## src/rtl/sweep_counter.sv

```systemverilog
// rtl/sweep_counter.sv - prescaled sawtooth/triangle position sweep counter
// Optional load path is built only when SWEEP_COUNTER_LOAD_EN is defined;
// otherwise load/load_val stay on the port list and are ignored.
module sweep_counter #(
  parameter int WIDTH    = 15,
  parameter int PRESCALE = 100,
  parameter int MAX_VAL  = 20000
) (
  input  logic             clk,
  input  logic             rst_n,
  input  logic             en,
  input  logic             mode,
  input  logic             load,
  input  logic [WIDTH-1:0] load_val,
  output logic [WIDTH-1:0] cntd_val,
  output logic             dir,
  output logic             step,
  output logic             turn
);

  localparam logic [15:0]      PRE_LAST = 16'(PRESCALE - 1);
  localparam logic [WIDTH-1:0] MAXV     = WIDTH'(MAX_VAL);
  localparam logic [WIDTH-1:0] ONE      = WIDTH'(1);

  logic [15:0]      presc;
  logic             tick;
  logic [WIDTH-1:0] cur;
  logic [WIDTH-1:0] next_val;
  logic             next_dir;
  logic             next_turn;

  assign tick = en && (presc == PRE_LAST);

`ifdef SWEEP_COUNTER_LOAD_EN
  logic [WIDTH-1:0] load_clamped;
  assign load_clamped = (load_val > MAXV) ? MAXV : load_val;
`else
  logic unused_load;
  assign unused_load = ^{load, load_val};
`endif

  // Next position/direction for a tick; out-of-range values are treated as the top
  always_comb begin
    cur       = (cntd_val > MAXV) ? MAXV : cntd_val;
    next_val  = cur;
    next_dir  = dir;
    next_turn = 1'b0;
    if (!mode) begin
      next_dir = 1'b1;
      if (cur == MAXV) begin
        next_val  = '0;
        next_turn = 1'b1;
      end else begin
        next_val = cur + ONE;
      end
    end else if (dir) begin
      if (cur == MAXV) begin
        next_dir  = 1'b0;
        next_val  = MAXV - ONE;
        next_turn = 1'b1;
      end else begin
        next_val = cur + ONE;
      end
    end else begin
      if (cur == '0) begin
        next_dir  = 1'b1;
        next_val  = ONE;
        next_turn = 1'b1;
      end else begin
        next_val = cur - ONE;
      end
    end
  end

  // Prescaler, position, direction and the registered step/turn pulses
  always_ff @(posedge clk or negedge rst_n) begin
    if (!rst_n) begin
      presc    <= '0;
      cntd_val <= '0;
      dir      <= 1'b1;
      step     <= 1'b0;
      turn     <= 1'b0;
    end
`ifdef SWEEP_COUNTER_LOAD_EN
    else if (load) begin
      // load wins over a coincident tick and restarts the prescale interval
      presc    <= '0;
      cntd_val <= load_clamped;
      step     <= 1'b0;
      turn     <= 1'b0;
    end
`endif
    else begin
      step <= tick;
      turn <= tick && next_turn;
      if (en) begin
        presc <= tick ? 16'd0 : presc + 16'd1;
        if (tick) begin
          cntd_val <= next_val;
          dir      <= next_dir;
        end else if (!mode) begin
          // leaving triangle mode: sawtooth always counts up
          dir <= 1'b1;
        end
      end
    end
  end

endmodule

```

## config.mk

```make
export PLATFORM = sky130hd
export DESIGN_NAME = sweep_counter
export DESIGN_NICKNAME = d
export VERILOG_FILES = /design/src/rtl/sweep_counter.sv
export SDC_FILE = /design/constraint.sdc
export NUM_CORES = 1
export LEC_CHECK = 0
export ABC_AREA = 1
export BUFFER_PORTS_ARGS = -buffer_cell sky130_fd_sc_hd__buf_2
export CORE_AREA = 4 4 77 79
export DETAILED_ROUTE_END_ITERATION = 16
export DIE_AREA = 0 0 81 83
export HOLD_SLACK_MARGIN = 0.15
export PLACE_DENSITY = 0.75
export RECOVER_POWER = 25
export SYNTH_ARGS = -nofsm -noshare
export SYNTH_HDL_FRONTEND = slang
export SYNTH_SLANG_ARGS = --single-unit
```

## constraint.sdc

```tcl
create_clock -name clk -period 6.7 [get_ports clk]
set_clock_uncertainty 0.1 [all_clocks]
set_input_delay 0.67 -clock clk [delete_from_list [all_inputs] [get_ports clk]]
set_output_delay 0.67 -clock clk [all_outputs]
set_load 0.02 [all_outputs]
```

==> run metrics, run 1 <==
# hold bufs at CTS 0; Least-Margin Pin Slew 1.919 ns; CTS H-tree depth 2; Via density 5.333; final hold violation count 0; layout cells sized above 1 0.1628; ANT nets after route 0; count of input and output buffers 21; Critical Setup Path Class flip-flop to flip-flop; post-synthesis cell count 414; clock sink total 34; clk_lat worst skew 0.29 ns; critical path endpoint category flip-flop; vias post-DR 2677; Total GRT Usage 0.2197; FMAX 303.3 MHz; Synth area leaders dfrtp_1 (29%), nand2_1 (12%), nand3_1 (8.0%); failing checks max-capacitance violations, max-slew violations; largest area contributor in the netlist dfrtp_1; Max transition margin -0.2792; HP Start presc[4]; GR Overflow Total 0; FF-to-FF End cntd_val[5]; crit path cell chain nand2_1, nor2_1, nand3_1, nand3_2, nand2_2, inv_2, nor2_2, inv_1, ha_1, nand4_1, o21ai_1, inv_1, nand2_1, nand3_1, and2_1; synthesized flop and latch total 34; Worst Setup Start Kind flip-flop; Cell Area, Synth 2811 um2; R2R setup slack 3.40 ns; RSZ-0062 raised after global routing no; setup TNS 0 ns; crit path time final 3.297 ns; first-pass GRT wire length 11680 um; root buf cell clkbuf_8; WHS Endpoint presc[4]; post-synthesis sequential area ratio 0.3031; arrival time at the worst endpoint 3.39 ns; clock transition at the registers of the reported paths 0.08 ns; pin count of the biggest net entering global routing 35; worst hold margin 0.3975 ns; layout net count 453; IO Count 38; EDFF count, synth 0; Row Count 27; TritonRoute pass-1 iters 5; vias in the first global route 2582; post-synth cell types 39; Core Region 5338 um2; wire per inst 13.55 um; CP top delay family simple AND/OR/NAND/NOR gates; n_diodes 0; setup bufs post-CTS 0; drt total wl 6803 um; number of DRC markers in iteration 0 171; Synth Area per Inst 6.791 um2; Main synth FF type dfrtp_1; CTS tree yes; most frequent cells in the layout nand2_1 (91), nor2_1 (56), inv_1 (50); Crit-path slowest cell dfrtp_1; gpl congestion 0.9383; Detailed Place HPWL 5005 um; number of remaining DRC errors 0; worst hold path class flip-flop to flip-flop; CP max FO 30; Initial Util 0.5267; fin. max-slew vios 35; status complete, but fails checks; Leak Pwr 0.001505 uW; clock buffer depth 2; crit share post-route 0.4921; initial antenna violation count 0; Yosys top cell area share 0.2937; number of endpoints failing setup at the final stage 0; Worst Path Required 6.79 ns; Reg2Reg Depth 15; hold path depth 1; post-synthesis async set-or-reset flop share 1.000; WP buf/inv 3; max incr delay on CP 0.52 ns; most common cell after layout, fill and taps aside nand2_1; Post-CTS Resized 0; Die Y-Extent 83 um; worst reg2reg startpoint cntd_val[14]; Max VDD drop 0.1371 mV; Die X 81 um; P&R area growth vs syn 7.121%; total number of yosys warnings 0; TritonCTS Buffers 5; PD cells 149.8 nW/um2; max_cap viols 1; syn nets 438; DIE AREA 6723 um2
[area by class of cell]
class	instances	area, um2
Sequential cell	34	852.1
Multi-Input combinational cell	310	1657
Timing Repair Buffer	21	103.9
Tap cell	72	90.09
Inverter	57	214.0
Clock inverter	2	12.51
Fill cell	527	2326
Clock buffer	6	82.58
[per-layer routing]
metal	wire (um)	vias to the layer above	global-route usage
li1	-	1353	-
met1	3014	1244	0.2818
met2	3352	67	0.3630
met3	283	13	0.03905
met4	153	0	0.08141
met5	0	-	0
[report_power, final]
| group | total, uW | switching, uW | internal [uW] |
|---|---|---|---|
| logic | 46.7 | 30.3 | 16.4 |
| clock network | 164 | 81.0 | 82.6 |
| registers | 241 | 16.0 | 225 |
| total | 451 | 127 | 324 |
[registers in the layout, indices dropped and copies added (netlist names)]
signal    count
dir           1
turn          1
step          1
cntd_val     15
presc        16
[synth_stat cells (2+ instances only)]
master    count
nand3_1      45
inv_2         5
buf_6         2
nor2_2        9
o21ai_1       3
xnor2_1       8
inv_1        50
nand2_1      91
nand2_2       6
nor2_1       56
ha_1          4
a21oi_2       2
nand2_4       3
clkinv_1      2
nor3_1        4
dfrtp_1      33
clkbuf_1      5
a22oi_1       2
xor2_1       12
a21oi_1      19
nand3_2       9
nor2_4        2
buf_2         4
o21ai_0      13
nand4_1      10
nor4_1        2
[per-stage QoR]
step	util	total power (uW)	area [um2]	cells	worst slack (ns)
after floorplan	-	275.6	2811	414	4.039
after global placement	0.5466	288.1	2918	494	3.439
after detailed placement	0.5466	290.6	2918	494	3.421
after CTS	0.5645	454.5	3013	502	3.401
after global routing	0.5642	475.2	3012	502	3.086
final	0.5642	451.2	3012	502	3.403
[worst max path at each step]
| stage | startpoint | end | slack, ns | cells past startpoint |
|---|---|---|---|---|
| finish | cntd_val[14] | cntd_val[5] | 3.40 | 15 |
| global route | cntd_val[7] | cntd_val[13] | 3.09 | 16 |
| CTS | cntd_val[7] | cntd_val[5] | 3.40 | 17 |
| detailed placement | cntd_val[7] | cntd_val[5] | 3.42 | 17 |
| global placement | cntd_val[9] | cntd_val[5] | 3.44 | 15 |
| floorplan | cntd_val[7] | cntd_val[4] | 4.04 | 17 |
[cell families (layout without fill, tap and decap cells)]
group,Yosys count,count (layout),synth area share
adders and majority gates,4,4,0.01780
AOI/OAI and AO/OA,40,40,0.07699
buffers and inverters,70,86,0.1077
and+or+nand+nor,246,246,0.4321
xor gates and xnor gates,20,20,0.06231
DFF,34,34,0.3031
No activity file was read; power rests on OpenSTA's default activity.
==> inputs of run 2 (changes only) <==
- clock period: 6.7 -> 3.25 ns (I/O delays scaled with it)
==> run 2 against run 1 <==
Effect of this change: the run still ends with max-capacitance violations, max-slew violations left; worst setup slack worse by 3.0 ns; routed wire length is 2.5% higher; combinational power is 110% higher; power is 100% higher; die area stayed put; global-route usage is 0.21 points higher; first-iteration DRC count is 4.1% higher; sequential share of layout area is 0.52 points lower.
==> run metrics, run 2 (synthesized netlist as in run 1, its figures left out) <==
TritonRoute pass-1 iters 4 (-1); IO Count 38 (unchanged); count of input and output buffers 21 (unchanged); dpl cell area 2970 um2 (+1.8%); GR Overflow Total 0 (unchanged); Critical Setup Path Class flip-flop to flip-flop; drt total wl 6970 um (+2.5%); Crit-path slowest cell dfrtp_1; CP top delay family simple AND/OR/NAND/NOR gates; number of remaining DRC errors 0 (unchanged); number of endpoints failing setup at the final stage 0 (unchanged); Largest regs presc (16), cntd_val (15); wire per inst 13.67 um (+0.85%); crit path cell chain nor2_2, nand2_1, nor2_1, nand3_1, nand2_2, buf_4, nand2_1, nor2_1, nand2_1, nor2_1, nand2_2, nand2_2, inv_2, nand3_1, nand3_1, and2_1; status complete, but fails checks; vias in the first global route 2564 (-0.70%); crit path time final 2.833 ns (-0.4642 ns); max incr delay on CP 0.49 ns (-0.03 ns); WP buf/inv 2 (-1); ANT nets after route 0 (unchanged); Core Region 5338 um2 (unchanged); worst hold margin 0.2898 ns (-0.1077 ns); initial antenna violation count 0 (unchanged); n_diodes 0 (unchanged); clock buffer depth 2 (unchanged); arrival time at the worst endpoint 2.91 ns (-0.48 ns); setup TNS 0 ns (unchanged); clock sink total 34 (unchanged); max FFs per register 16 (unchanged); Flop pwr share 0.539 (+0.005); worst hold path class input port to flip-flop; most frequent cells in the layout nand2_1 (91), nor2_1 (56), inv_1 (50); # hold bufs at CTS 1 (+1); Total GRT Usage 0.2218 (+0.002098); clk_lat worst skew 0.29 ns (about the same); CP max FO 15 (-50%); Via density 5.318 (-0.28%); PD cells 300.7 nW/um2 (+100%); vias post-DR 2712 (+1.3%); dpl cells 501 (+1.4%); number of DRC markers in iteration 0 178 (+4.1%); post-route cell area 3068 um2 (+1.9%); Post-CTS Resized 0 (unchanged); P&R area growth vs syn 9.123%; Leak Pwr 0.001525 uW (+1.3%); fin. max-slew vios 35 (unchanged); Worst Path Required 3.33 ns (-3.46 ns); Die Y-Extent 83 um (unchanged); Reg with most FFs presc; TritonCTS Buffers 5 (unchanged); Gate power share 0.105 (about the same); Max VDD drop 0.2647 mV (+93%); Least-Margin Pin Slew 1.851 ns (-0.06737 ns); FMAX 353.0 MHz (+16%); DIE AREA 6723 um2 (unchanged); layout net count 461 (+1.8%); switching share of power 0.2754 (-0.006705); Clock Power Share 0.356 (-0.007); failing checks max-capacitance violations, max-slew violations; max_cap viols 1 (unchanged); gpl congestion 1.001 (+6.7%); Detailed Place HPWL 5239 um (+4.7%); fin cells 510 (+1.6%); Worst Setup Start Kind flip-flop; Row Count 27 (unchanged); Initial Util 0.5267 (unchanged); CTS tree yes; critical path endpoint category flip-flop; RSZ-0062 raised after global routing no; setup bufs post-CTS 0 (unchanged); most common cell after layout, fill and taps aside nand2_1; final hold violation count 0 (unchanged); clock transition at the registers of the reported paths 0.08 ns (about the same); CTS H-tree depth 2 (unchanged); Max transition margin -0.2343 (+0.04491); Tot Pwr 922.7 uW (+100%); Sw Pwr 254.1 uW (+100%); first-pass GRT wire length 11730 um (+0.42%); pin count of the biggest net entering global routing 35 (unchanged); layout cells sized above 1 0.1644 (+0.001593); root buf cell clkbuf_8; crit share post-route 0.8716 (+0.3795); Die X 81 um (unchanged); Internal 668.5 uW (+110%)
## run 2: changes by cell type in the layout (fill, tap and decap cells not counted)
| cell | before | now |
|---|---|---|
| buf_2 | 20 | 15 |
| buf_4 | 0 | 7 |
| clkbuf_1 | 1 | 6 |
| dlygate4sd3_1 | 0 | 1 |
## run 2: cell type report
type	count	area [um2]
flip-flops and latches	34	852.1
fillers	541	2270
repair buffers	29	160.2
clock buffers	6	82.58
inverters	57	214.0
well taps	72	90.09
clock inverters	2	12.51
multi-input cells	310	1657
## run 2: path summary, 6_finish.rpt
| check | from | end | slack, ns | cells after the start |
|---|---|---|---|---|
| setup / recovery | cntd_val[12] | cntd_val[5] | 0.42 | 16 |
| hold / removal | en | dir | 0.29 | 3 |
| setup reg to reg | cntd_val[12] | cntd_val[5] | 0.42 | 16 |
| hold reg to reg | presc[15] | presc[15] | 0.38 | 1 |
| max in group asynchronous | rst_n | cntd_val[4] | 1.00 | 2 |
| min in group asynchronous | rst_n | cntd_val[7] | 0.97 | 2 |
## run 2: power by group through the flow
stage	logic (uW)	registers, uW	clock network (uW)
after floorplan	71.0	497	0
after global placement	92.3	501	0
after detailed placement	95.6	504	0
after CTS	98.2	496	344
after global routing	113	506	362
final	96.7	498	328
## run 2: worst reg2reg max path, stage by stage (launching register included)
cell,delay (ns)
dfrtp_1,0.49
nor2_2,0.23
nand2_1,0.09
nor2_1,0.08
nand3_1,0.09
nand2_2,0.10
buf_4,0.24
nand2_1,0.18
nor2_1,0.25
nand2_1,0.09
nor2_1,0.13
nand2_2,0.18
nand2_2,0.12
inv_2,0.07
nand3_1,0.07
nand3_1,0.07
and2_1,0.14
## run 2: metal layers
layer	GRT usage	share of wire	vias up	wire (um)
li1	-	-	1367	-
met3	0.04013	0.072	21	501
met5	0	0	-	0
met1	0.2931	0.41	1233	2888
met2	0.3488	0.48	91	3314
met4	0.09831	0.038	0	266
## run 2: stage by stage
stage                     utilization  setup slack (ns)
after floorplan                     -            0.5891
after global placement         0.5565            0.5077
after detailed placement       0.5565            0.4800
after CTS                      0.5762            0.4575
after global routing           0.5748            0.2160
final                          0.5748            0.4173
==> inputs of run 3 (changes only) <==
- CAP_MARGIN: default -> 20
- clock period: 3.25 -> 2.9 ns (I/O delays scaled with it)
==> run 3 against run 2 <==
Effect of this change: the run still ends with max-capacitance violations, max-slew violations left; sequential power up 12%; flip-flop and latch count unchanged; final cell count up 1.8%; maximum frequency up 7.9%; register-to-register slack worse by 0.14 ns; die area unchanged; sequential share of layout area down 0.99 points.
==> run metrics, run 3 (synthesized netlist as in run 1, its figures left out) <==
TritonRoute pass-1 iters 5 (+1); layout net count 470 (+2.0%); clock transition at the registers of the reported paths 0.09 ns (about the same); FMAX 380.8 MHz (+7.9%); Reg with most FFs presc; Worst Setup Start Kind flip-flop; number of remaining DRC errors 0 (unchanged); Worst Path Required 3.00 ns (-0.33 ns); Row Count 27 (unchanged); status complete, but fails checks; DIE AREA 6723 um2 (unchanged); WHS Endpoint presc[1]; worst hold path class input port to flip-flop; wire per inst 13.90 um (+1.7%); Max VDD drop 0.4157 mV (+57%); Max transition margin -0.2435 (-0.009144); crit share post-route 0.9056 (+0.03402); FF-to-FF End cntd_val[11]; clock sink total 34 (unchanged); Detailed Place HPWL 5362 um (+2.4%); crit path time final 2.626 ns (-0.2064 ns); PD cells 382.1 nW/um2 (+27%); hold path depth 2 (-1); clk_lat worst skew 0.30 ns (about the same); critical path endpoint category flip-flop; TritonCTS Buffers 5 (unchanged); RSZ-0062 raised after global routing no; Initial Util 0.5267 (unchanged); root buf cell clkbuf_8; CTS tree yes; CTS H-tree depth 2 (unchanged); final critical-path setup slack 0.2737 ns (-0.1436 ns); count of input and output buffers 21 (unchanged); layout cells sized above 1 0.1790 (+0.01459); most common cell after layout, fill and taps aside nand2_1; worst reg2reg startpoint cntd_val[12]; GR Overflow Total 0 (unchanged); post-route cell area 3182 um2 (+3.7%); P&R area growth vs syn 13.17%; Least-Margin Pin Slew 1.865 ns (+0.01372 ns); vias post-DR 2760 (+1.8%); Core Region 5338 um2 (unchanged); CP max FO 4 (-11); dpl cell area 3038 um2 (+2.3%); gpl congestion 0.9113 (-9.0%); most frequent cells in the layout nand2_1 (91), nor2_1 (56), inv_1 (50); drt total wl 7216 um (+3.5%); Die X 81 um (unchanged); Largest regs presc (16), cntd_val (15); fin. max-slew vios 35 (unchanged); Reg2Reg Depth 16 (unchanged); Die Y-Extent 83 um (unchanged); n_diodes 0 (unchanged); pin count of the biggest net entering global routing 35 (unchanged); vias in the first global route 2543 (-0.82%); Total GRT Usage 0.2270 (+0.005163); initial antenna violation count 0 (unchanged); fin cells 519 (+1.8%); pre-CTS setup slack 0.2995 ns (-0.1805 ns); R2R setup slack 0.27 ns (-0.14 ns); max FFs per register 16 (unchanged); arrival time at the worst endpoint 2.73 ns (-0.18 ns); Multi-input gate area 1662 um2 (+0.30%); register area 852.1 um2 (unchanged); ANT nets after route 0 (unchanged); final hold violation count 0 (unchanged); CP startpoint cntd_val[12]; HP Start en; setup TNS 0 ns (unchanged); number of DRC markers in iteration 0 146 (-18%); dpl cells 510 (+1.8%); Leak Pwr 0.001603 uW (+5.1%); first-pass GRT wire length 11920 um (+1.6%); max_cap viols 1 (unchanged); Critical Setup Path Class flip-flop to flip-flop; number of endpoints failing setup at the final stage 0 (unchanged); failing checks max-capacitance violations, max-slew violations; Via density 5.318 (about the same); Fillers 518 (-4.3%); clock buffer depth 2 (unchanged); IO Count 38 (unchanged)
==> run 3: area by class of cell <==
| type | count | share of cell area |
|---|---|---|
| multi-input cells | 310 | 0.5222 |
| flip-flops and latches | 34 | 0.2678 |
| repair buffers | 38 | 0.07118 |
| inverters | 57 | 0.06724 |
| well taps | 72 | 0.02831 |
| clock buffers | 5 | 0.02163 |
| clock inverters | 3 | 0.02163 |
==> run 3: worst max-delay path by stage <==
stage / slack (ns) / to / depth (start not counted)
detailed placement: 0.30 / cntd_val[5] / 17
global placement: 0.34 / cntd_val[5] / 16
CTS: 0.26 / cntd_val[5] / 17
floorplan: 0.24 / cntd_val[4] / 17
finish: 0.27 / cntd_val[11] / 16
global route: 0.02 / cntd_val[5] / 17
==> run 3: repair_timing <==
item / in CTS / in global routing
setup buffers: 0 / 0
resized for setup: 0 / 1
hold buffers: 1 / 0
setup endpoints to repair: 0 / 2
hold endpoints to repair: 33 / 0
==> run 3: per-layer routing <==
metal  GRT usage  routed length, um  up-vias
met5           0                  0        -
met4     0.09831                255        0
met1      0.2844               3154     1269
li1            -                  -     1385
met2      0.3771               3487       83
met3     0.03796                320       23
==> run 3: metrics by stage <==
stage                     hold slack, ns  utilization  power, uW
final                             0.2164       0.5961       1216
after CTS                         0.2158       0.5968       1219
after global placement            0.3114       0.5692      666.2
after global routing              0.2326       0.5961       1266
after floorplan                  -0.1056            -      636.7
after detailed placement          0.3099       0.5692      676.2
==> run 3: power breakdown <==
part           leakage (uW)  internal, uW  switching, uW
sequential         0.000420           519           39.1
combinational       0.00111          38.8           72.4
clock             0.0000683           345            201
==> run 3: critical path, stage by stage (launching register included) <==
cell and delay (ns):
dfrtp_1 0.44, nor2_2 0.21, nand2_1 0.09, nor2_1 0.08
nand3_1 0.09, nand2_2 0.11, inv_2 0.07, nor2_2 0.18
inv_1 0.10, ha_1 0.24, nand4_1 0.19, nand2_1 0.13
inv_1 0.16, nand3_1 0.09, nand2_1 0.06, inv_1 0.04
a21oi_1 0.16
